$ cat src/rtl/matmul_apb_master.sv
// -----------------------------------------------------------------------------
// matmul_apb_master
//
// Upstream APB3/APB4 master for the matmul accelerator. Each command accepted
// on the valid/ready command channel becomes exactly one APB transfer on the
// accelerator's slave port. The completion comes back on a valid/ready
// response channel as read data plus an error flag. Writes are held back while
// the accelerator reports busy. Reads are never held back, so status can be
// polled during a computation.
//
// Every output comes from a register. Registered values are computed from the
// next FSM state, so each output changes on the same edge as the state it
// belongs to.
//
// Optional feature:
//   MATMUL_APB_TIMEOUT_EN - when defined, a transfer that sees no pready_i for
//   TIMEOUT_CYCLES ACCESS cycles is ended locally. The response then reports
//   rsp_err_o=1 and rsp_rdata_o=0. When the macro is undefined, ACCESS waits
//   for pready_i with no limit.
//
// Ports:
//   clk_i, rst_ni                 clock; synchronous active-low reset
//   cmd_valid_i / cmd_ready_o     command handshake
//   cmd_write_i, cmd_addr_i,      command: direction, address,
//   cmd_wdata_i, cmd_strb_i         write data, byte strobes
//   rsp_valid_o / rsp_ready_i     response handshake
//   rsp_rdata_o, rsp_err_o        response: read data (0 for writes), error
//   psel_o, penable_o, pwrite_o,  APB request
//   paddr_o, pwdata_o, pstrb_o
//   pready_i, pslverr_i, prdata_i APB completion
//   busy_i                        accelerator busy; gates writes only
// -----------------------------------------------------------------------------
module matmul_apb_master #(
  parameter int DATA_WIDTH     = 8,
  parameter int BUS_WIDTH      = 16,
  parameter int ADDR_WIDTH     = 32,
  parameter int TIMEOUT_CYCLES = 16,
  localparam int MAX_DIM       = BUS_WIDTH / DATA_WIDTH
) (
  input  logic                  clk_i,
  input  logic                  rst_ni,
  // command channel
  input  logic                  cmd_valid_i,
  output logic                  cmd_ready_o,
  input  logic                  cmd_write_i,
  input  logic [ADDR_WIDTH-1:0] cmd_addr_i,
  input  logic [BUS_WIDTH-1:0]  cmd_wdata_i,
  input  logic [MAX_DIM-1:0]    cmd_strb_i,
  // response channel
  output logic                  rsp_valid_o,
  input  logic                  rsp_ready_i,
  output logic [BUS_WIDTH-1:0]  rsp_rdata_o,
  output logic                  rsp_err_o,
  // APB master port
  output logic                  psel_o,
  output logic                  penable_o,
  output logic                  pwrite_o,
  output logic [ADDR_WIDTH-1:0] paddr_o,
  output logic [BUS_WIDTH-1:0]  pwdata_o,
  output logic [MAX_DIM-1:0]    pstrb_o,
  input  logic                  pready_i,
  input  logic                  pslverr_i,
  input  logic [BUS_WIDTH-1:0]  prdata_i,
  // accelerator status
  input  logic                  busy_i
);

  typedef enum logic [2:0] {
    IDLE      = 3'd0,
    WAIT_BUSY = 3'd1,
    SETUP     = 3'd2,
    ACCESS    = 3'd3,
    RESP      = 3'd4
  } state_t;

  state_t state;
  state_t state_next;

  logic                 accept;
  logic                 cmd_ready_d;
  logic                 psel_d;
  logic                 penable_d;
  logic                 rsp_valid_d;
  logic [BUS_WIDTH-1:0] rsp_rdata_d;
  logic                 rsp_err_d;

  // cmd_ready_o is high only in IDLE. It stays low for the first cycle after
  // reset, because it is a registered output that reset clears.
  assign accept = cmd_valid_i & cmd_ready_o;

`ifdef MATMUL_APB_TIMEOUT_EN
  // The count equals the number of ACCESS cycles already spent without
  // pready_i. When it reaches TMO_LAST, the current cycle is the last one
  // allowed.
  localparam logic [7:0] TMO_LAST = 8'(TIMEOUT_CYCLES - 1);

  logic [7:0] tmo_cnt;

  always_ff @(posedge clk_i) begin
    if (!rst_ni) begin
      tmo_cnt <= '0;
    end else if (state == SETUP) begin
      tmo_cnt <= '0;
    end else if (state == ACCESS && !pready_i) begin
      tmo_cnt <= tmo_cnt + 8'd1;
    end
  end
`else
  // No watchdog in this build. The name is recognised as intentionally unused.
  localparam int unused_timeout_cycles = TIMEOUT_CYCLES;
`endif

  // ---------------------------------------------------------------------------
  // Next-state logic and next values of the registered outputs
  // ---------------------------------------------------------------------------
  always_comb begin
    state_next  = state;
    rsp_rdata_d = rsp_rdata_o;
    rsp_err_d   = rsp_err_o;

    case (state)
      IDLE: begin
        if (accept) begin
          // busy_i only holds back writes. Reads go straight to SETUP.
          state_next = (cmd_write_i && busy_i) ? WAIT_BUSY : SETUP;
        end
      end

      WAIT_BUSY: begin
        if (!busy_i) begin
          state_next = SETUP;
        end
      end

      SETUP: begin
        state_next = ACCESS;
      end

      ACCESS: begin
        if (pready_i) begin
          state_next  = RESP;
          rsp_rdata_d = pwrite_o ? '0 : prdata_i;
          rsp_err_d   = pslverr_i;
        end
`ifdef MATMUL_APB_TIMEOUT_EN
        else if (tmo_cnt == TMO_LAST) begin
          state_next  = RESP;
          rsp_rdata_d = '0;
          rsp_err_d   = 1'b1;
        end
`endif
      end

      RESP: begin
        if (rsp_ready_i) begin
          state_next = IDLE;
        end
      end

      default: begin
        state_next = IDLE;
      end
    endcase

    // Control outputs are decoded from the next state. This lets them change
    // on the same edge as the state while still coming from registers.
    cmd_ready_d = (state_next == IDLE);
    psel_d      = (state_next == SETUP) || (state_next == ACCESS);
    penable_d   = (state_next == ACCESS);
    rsp_valid_d = (state_next == RESP);
  end

  // ---------------------------------------------------------------------------
  // State and registered outputs
  // ---------------------------------------------------------------------------
  always_ff @(posedge clk_i) begin
    if (!rst_ni) begin
      state       <= IDLE;
      cmd_ready_o <= 1'b0;
      psel_o      <= 1'b0;
      penable_o   <= 1'b0;
      rsp_valid_o <= 1'b0;
      rsp_rdata_o <= '0;
      rsp_err_o   <= 1'b0;
    end else begin
      state       <= state_next;
      cmd_ready_o <= cmd_ready_d;
      psel_o      <= psel_d;
      penable_o   <= penable_d;
      rsp_valid_o <= rsp_valid_d;
      rsp_rdata_o <= rsp_rdata_d;
      rsp_err_o   <= rsp_err_d;
    end
  end

  // The APB payload registers also hold the latched command. They are loaded
  // only on acceptance, so the payload stays stable through SETUP and ACCESS
  // no matter what the command inputs do afterwards. Read commands load zero
  // write data and zero strobes.
  always_ff @(posedge clk_i) begin
    if (!rst_ni) begin
      pwrite_o <= 1'b0;
      paddr_o  <= '0;
      pwdata_o <= '0;
      pstrb_o  <= '0;
    end else if (accept) begin
      pwrite_o <= cmd_write_i;
      paddr_o  <= cmd_addr_i;
      pwdata_o <= cmd_write_i ? cmd_wdata_i : '0;
      pstrb_o  <= cmd_write_i ? cmd_strb_i : '0;
    end
  end

endmodule

$ cat config.mk
export PLATFORM = sky130hd
export DESIGN_NAME = matmul_apb_master
export DESIGN_NICKNAME = d
export VERILOG_FILES = /design/src/rtl/matmul_apb_master.sv
export SDC_FILE = /design/constraint.sdc
export NUM_CORES = 1
export LEC_CHECK = 0
export ABC_AREA = 1
export CORE_ASPECT_RATIO = 0.6
export CORE_MARGIN = 2
export CORE_UTILIZATION = 35
export DETAILED_ROUTE_END_ITERATION = 16
export GPL_TIMING_DRIVEN = 0
export PLACE_DENSITY = 0.78
export SLEW_MARGIN = 0
export SYNTH_ARGS = -nofsm -noshare
export SYNTH_HDL_FRONTEND = slang
export SYNTH_SLANG_ARGS = --single-unit
$ cat constraint.sdc
create_clock -name clk_i -period 1.7 [get_ports clk_i]
set_clock_uncertainty 0.1 [all_clocks]
set_input_delay 0.17 -clock clk_i [delete_from_list [all_inputs] [get_ports clk_i]]
set_output_delay 0.17 -clock clk_i [all_outputs]
set_load 0.05 [all_outputs]
# Word level (Yosys, flattened, before mapping)
# Cells that the tools add are included.
word_totals:
  reg_bits: 75
  wordCells: 33
classes:
  eq_ne: 7
  mux: 9
  n_bitwise: 1
  reduce_logical: 5
ops:
  columns: ["cell", "n"]
  rows:
  - ["$mux 16", 2]
  - ["$pmux 3 s5", 1]
  - ["$eq 3x2->1 const B", 4]
  - ["$mux 3", 4]
  - ["$eq 3x3->1 const B", 2]
  - ["$logic_not 3->1", 2]
  - ["$mux 2", 2]
  - ["$eq 3x1->1 const B", 1]
  - ["$reduce_and 2->1", 1]
  - ["$and 1x1->1", 1]
  - ["$logic_and 1x1->1", 1]
  - ["$logic_or 1x1->1", 1]

# Depth between registers and ports, before layout
depth:
  depth_word: 6
  mapped_depth: 7
  mapped_depth_nobuf: 6

# Least setup slack after synthesis
# No wires, ideal clock.
synth_path:
  kind: "reg-to-reg"
  start: "register cmd_ready_o"
  end: "register pwdata_o[10]"
  arrival_ns: 1.359
  required_time_ns: 1.530
  slack_ns: 0.171
  stages_incl_launch_ff: 8
  period_less_slack_ns: 1.529
  path_cell_list: "dfxtp_1 nand2_2 inv_2 nand2_2 clkinv_2 buf_6 nand2_1 a21oi_1"
synth_between:
  elab_chain_len: 1
synth_rtl:
  columns: ["element", "line", "text"]
  rows:
  - ["start: declaration", "44", "output logic cmd_ready_o,"]
  - ["start signal: assignment", "187", "cmd_ready_o <= cmd_ready_d;"]
  - ["$and 1x1->1", "89", "assign accept = cmd_valid_i & cmd_ready_o;"]
  - ["end signal: assignment", "209", "pwdata_o <= cmd_write_i ? cmd_wdata_i : '0;"]
  - ["end: declaration", "59", "output logic [BUS_WIDTH-1:0] pwdata_o,"]
# No other way between the ends.
# A chain may end at the register's enable or synchronous reset.

# Final worst setup path
layout_path:
  start: "register pwrite_o"
  end: "output port pwrite_o"
layout_rtl:
  columns: ["element", "line", "text"]
  rows:
  - ["start: declaration", "57", "output logic pwrite_o,"]
  - ["start signal: assignment", "207", "pwrite_o <= cmd_write_i;"]
# No word-level cell between the ends.

==> out/metrics.csv <==
stage,metric,value,unit
layout,fin_area,4440,µm²
critical_path,path_buf_inv,1,
route,vias,2783,
route,ant_nets,0,
clocking,cts.clk_slew.worst_paths,0.05,ns
logic_synthesis,synth_xor_xnor_area_share,0,%
route,avgViaCountPerCell,4.62,
logic_synthesis,synth-seq-area-share,56.2,%
clocking,cts_made_buffers,9,
route,post_drt_wl_per_cell,13.3,µm
logic_synthesis,synth_area_per_cell,7.91,µm²
outcome,outcome,"complete, no violations",
critical_path,startpoint_type,register,
layout,fin_nets,568,
layout,fillers,700,
critical_path,worstSetupEndpointType,primary output,
clocking,clock-root-buffer,clkbuf_16,
logic_synthesis,ys_types,17,
critical_path,path_max_fanout,3,
clocking,cts_tree,yes,
critical_path,rr_endpoint,pwdata_o[11]$_SDFFE_PN0P_,
global_route,first_global_vias,2753,
clocking,clk_latency,0.32,ns
layout,postLayoutCoreUtil,60.7,%
timing,rsz0062_at_grt,no,
logic_synthesis,yosys-mux-area-fraction,0,%
critical_path,reg2regPathDepth,7,
layout,diodes,0,
critical_path,cp_slowest_cell,dlygate4sd2_1,
timing,worst_pin_slew,0.544,ns
power_and_ir_drop,ir_worst_vdd,0.000681,V
place,dpl-instance-area,4250,µm²
die,die_h,71.7,µm
place,place_inst,587,
power_and_ir_drop,powerDensity,1310,nW/µm²
die,start_util,36.5,%
logic_synthesis,synthCells,338,
route,routed_wl,7990,µm
layout,layout_commonest_cell,dfxtp_1,
logic_synthesis,yosys.area_share.simple,24.0,%
logic_synthesis,synth_top_family_by_area,simple AND/OR/NAND/NOR gates,
logic_synthesis,synth-compound-area-share,13.9,%
critical_path,cp_top_family,buffers and inverters,
clocking,cts_buffer_depth,2,
timing,hold_slack,0.299,ns
min_path,hp-class,in2reg,
global_route,grt-ovfl-total,0,
timing,fin_setup_tns,0,ns
critical_path,startpoint,pwrite_o$_SDFFE_PN0P_,
place,io_buffer_count,145,
clocking,clock-sinks,75,
layout,finalNonFillerCells,602,
timing,fmax,0.651,GHz
critical_path,critical_path_depth,1,
place,gp_congestion,0.742,
critical_path,worstSetupEndpoint,pwrite_o,
die,die_x,117,µm
route,drc,0,
global_route,grt_pass1_wl,12700,µm
die,core,7330,µm²
timing,hold_viol,0,
critical_path,critical_path_class,reg2out,
route,first_pass_iters,5,
layout,area_delta_synth_final,66.3,%
critical_path,timing.rr.start,cmd_ready_o$_SDFF_PN0_,
place,dp_hpwl,6050,µm
place,pre_cts_ws,-0.0927,ns
global_route,grt_usage,19.4,%
layout,final_cell_mix,"75 x dfxtp_1, 73 x clkdlybuf4s50_1, 72 x nor2_1, 72 x dlygate4sd2_1, 60 x nand2_1",
logic_synthesis,yosys.area_share.adder,0,%
timing,layout_worst_path_cycle_share,90.4,%
critical_path,cpPeakStageDelay,0.56,ns
clocking,htree_levels,3,
layout,drive_gt1_share,6.02,%
global_route,grt_max_degree,12,
critical_path,crit_chain,dlygate4sd2_1,
timing,slew_headroom,63.7,%
timing,layout_setup_ws,0.164,ns
die,dieArea,8370,µm²
logic_synthesis,syn_nets,412,
timing,maxSlewViolCount,0,
min_path,min_from,cmd_wdata_i[6],
critical_path,ff2ff_setup_slack,0.35,ns
timing,setup_violations,0,
logic_synthesis,yosysWarnings,0,
power_and_ir_drop,finalPower,5.83,mW
route,dr.first_iter.drc_count,146,
global_route,antenna_found_initial,0,
critical_path,worstPathRequired,1.43,ns
logic_synthesis,synth_seq_cells,75,
critical_path,crit_arrival,1.27,ns
die,pin_count,146,
die,core.rowCount,24,
timing,period_minus_slack,1.54,ns
run,cap_violations,0,
logic_synthesis,syn_area,2670,µm²
power_and_ir_drop,cellLeakagePower,1.98,nW
-- routing by layer --
metal	wire (µm)	up-vias	share of wire [%]	global-route usage, %
met5	0	-	0	0
met4	67	0	0.84	3.92
met3	748	8	9.4	8.88
met2	3630	110	45	32.1
met1	3550	1262	44	23.4
li1	-	1403	-	-
-- report_power, final --
group          internal [mW]  switching, mW  total, mW  leakage, nW
combinational          0.585           1.36       1.94         1.23
sequential              2.00          0.123       2.13        0.610
clock                   1.09          0.660       1.75        0.141
-- synthesized netlist by cell type --
| cell | count | area (µm²) |
|---|---|---|
| a21oi_1 | 40 | 200 |
| buf_1 | 1 | 3.75 |
| buf_2 | 3 | 15.0 |
| buf_6 | 5 | 56.3 |
| clkbuf_1 | 11 | 41.3 |
| clkinv_2 | 1 | 5.00 |
| dfxtp_1 | 75 | 1500 |
| inv_1 | 8 | 30.0 |
| inv_2 | 2 | 7.51 |
| nand2_1 | 60 | 225 |
| nand2_2 | 3 | 18.8 |
| nand3_1 | 20 | 100 |
| nand4_1 | 1 | 6.26 |
| nor2_1 | 72 | 270 |
| nor2_4 | 1 | 11.3 |
| nor3_2 | 1 | 10.0 |
| o21ai_0 | 34 | 170 |
-- logic make-up after synthesis --
logic type / Yosys count
compound gates: 74
simple gates: 158
flops: 75
buf+inv: 31
-- how the worst min path moves through the flow --
stage | slack (ns) | depth (start not counted) | to
2_1_floorplan | 0.20 | 2 | rsp_err_o$_SDFFE_PN0P_
3_3_place_gp | 0.35 | 2 | rsp_rdata_o[15]$_SDFFE_PN0P_
3_5_place_dp | 0.35 | 2 | rsp_rdata_o[14]$_SDFFE_PN0P_
4_1_cts | 0.29 | 3 | pwdata_o[6]$_SDFFE_PN0P_
5_1_grt | 0.31 | 3 | pstrb_o[1]$_SDFFE_PN0P_
6_report | 0.30 | 3 | pwdata_o[6]$_SDFFE_PN0P_
-- state kept, by name, summed over array words and instances, names as in the netlist --
signal	flops
cmd_ready_o	1
paddr_o	32
penable_o	1
psel_o	1
pstrb_o	2
pwdata_o	16
pwrite_o	1
rsp_err_o	1
rsp_rdata_o	16
rsp_valid_o	1
state	3
-- cell type report --
cell class | count | area (µm²) | share of cell area, %
well taps | 104 | 130 | 2.93
repair buffers | 145 | 1360 | 30.6
clock buffers | 13 | 270 | 6.08
clock inverters | 2 | 10.0 | 0.225
inverters | 11 | 42.5 | 0.957
plain buffers | 20 | 116 | 2.62
multi-input cells | 232 | 1010 | 22.8
flip-flops and latches | 75 | 1500 | 33.8
-- repair_timing --
item	CTS	global route
endpoints found under the hold margin	0	0
buffers inserted	0	0
hold buffers	0	0
resized for setup	72	0
endpoints found under the setup margin	72	0
(Power assumes the default switching activity.)
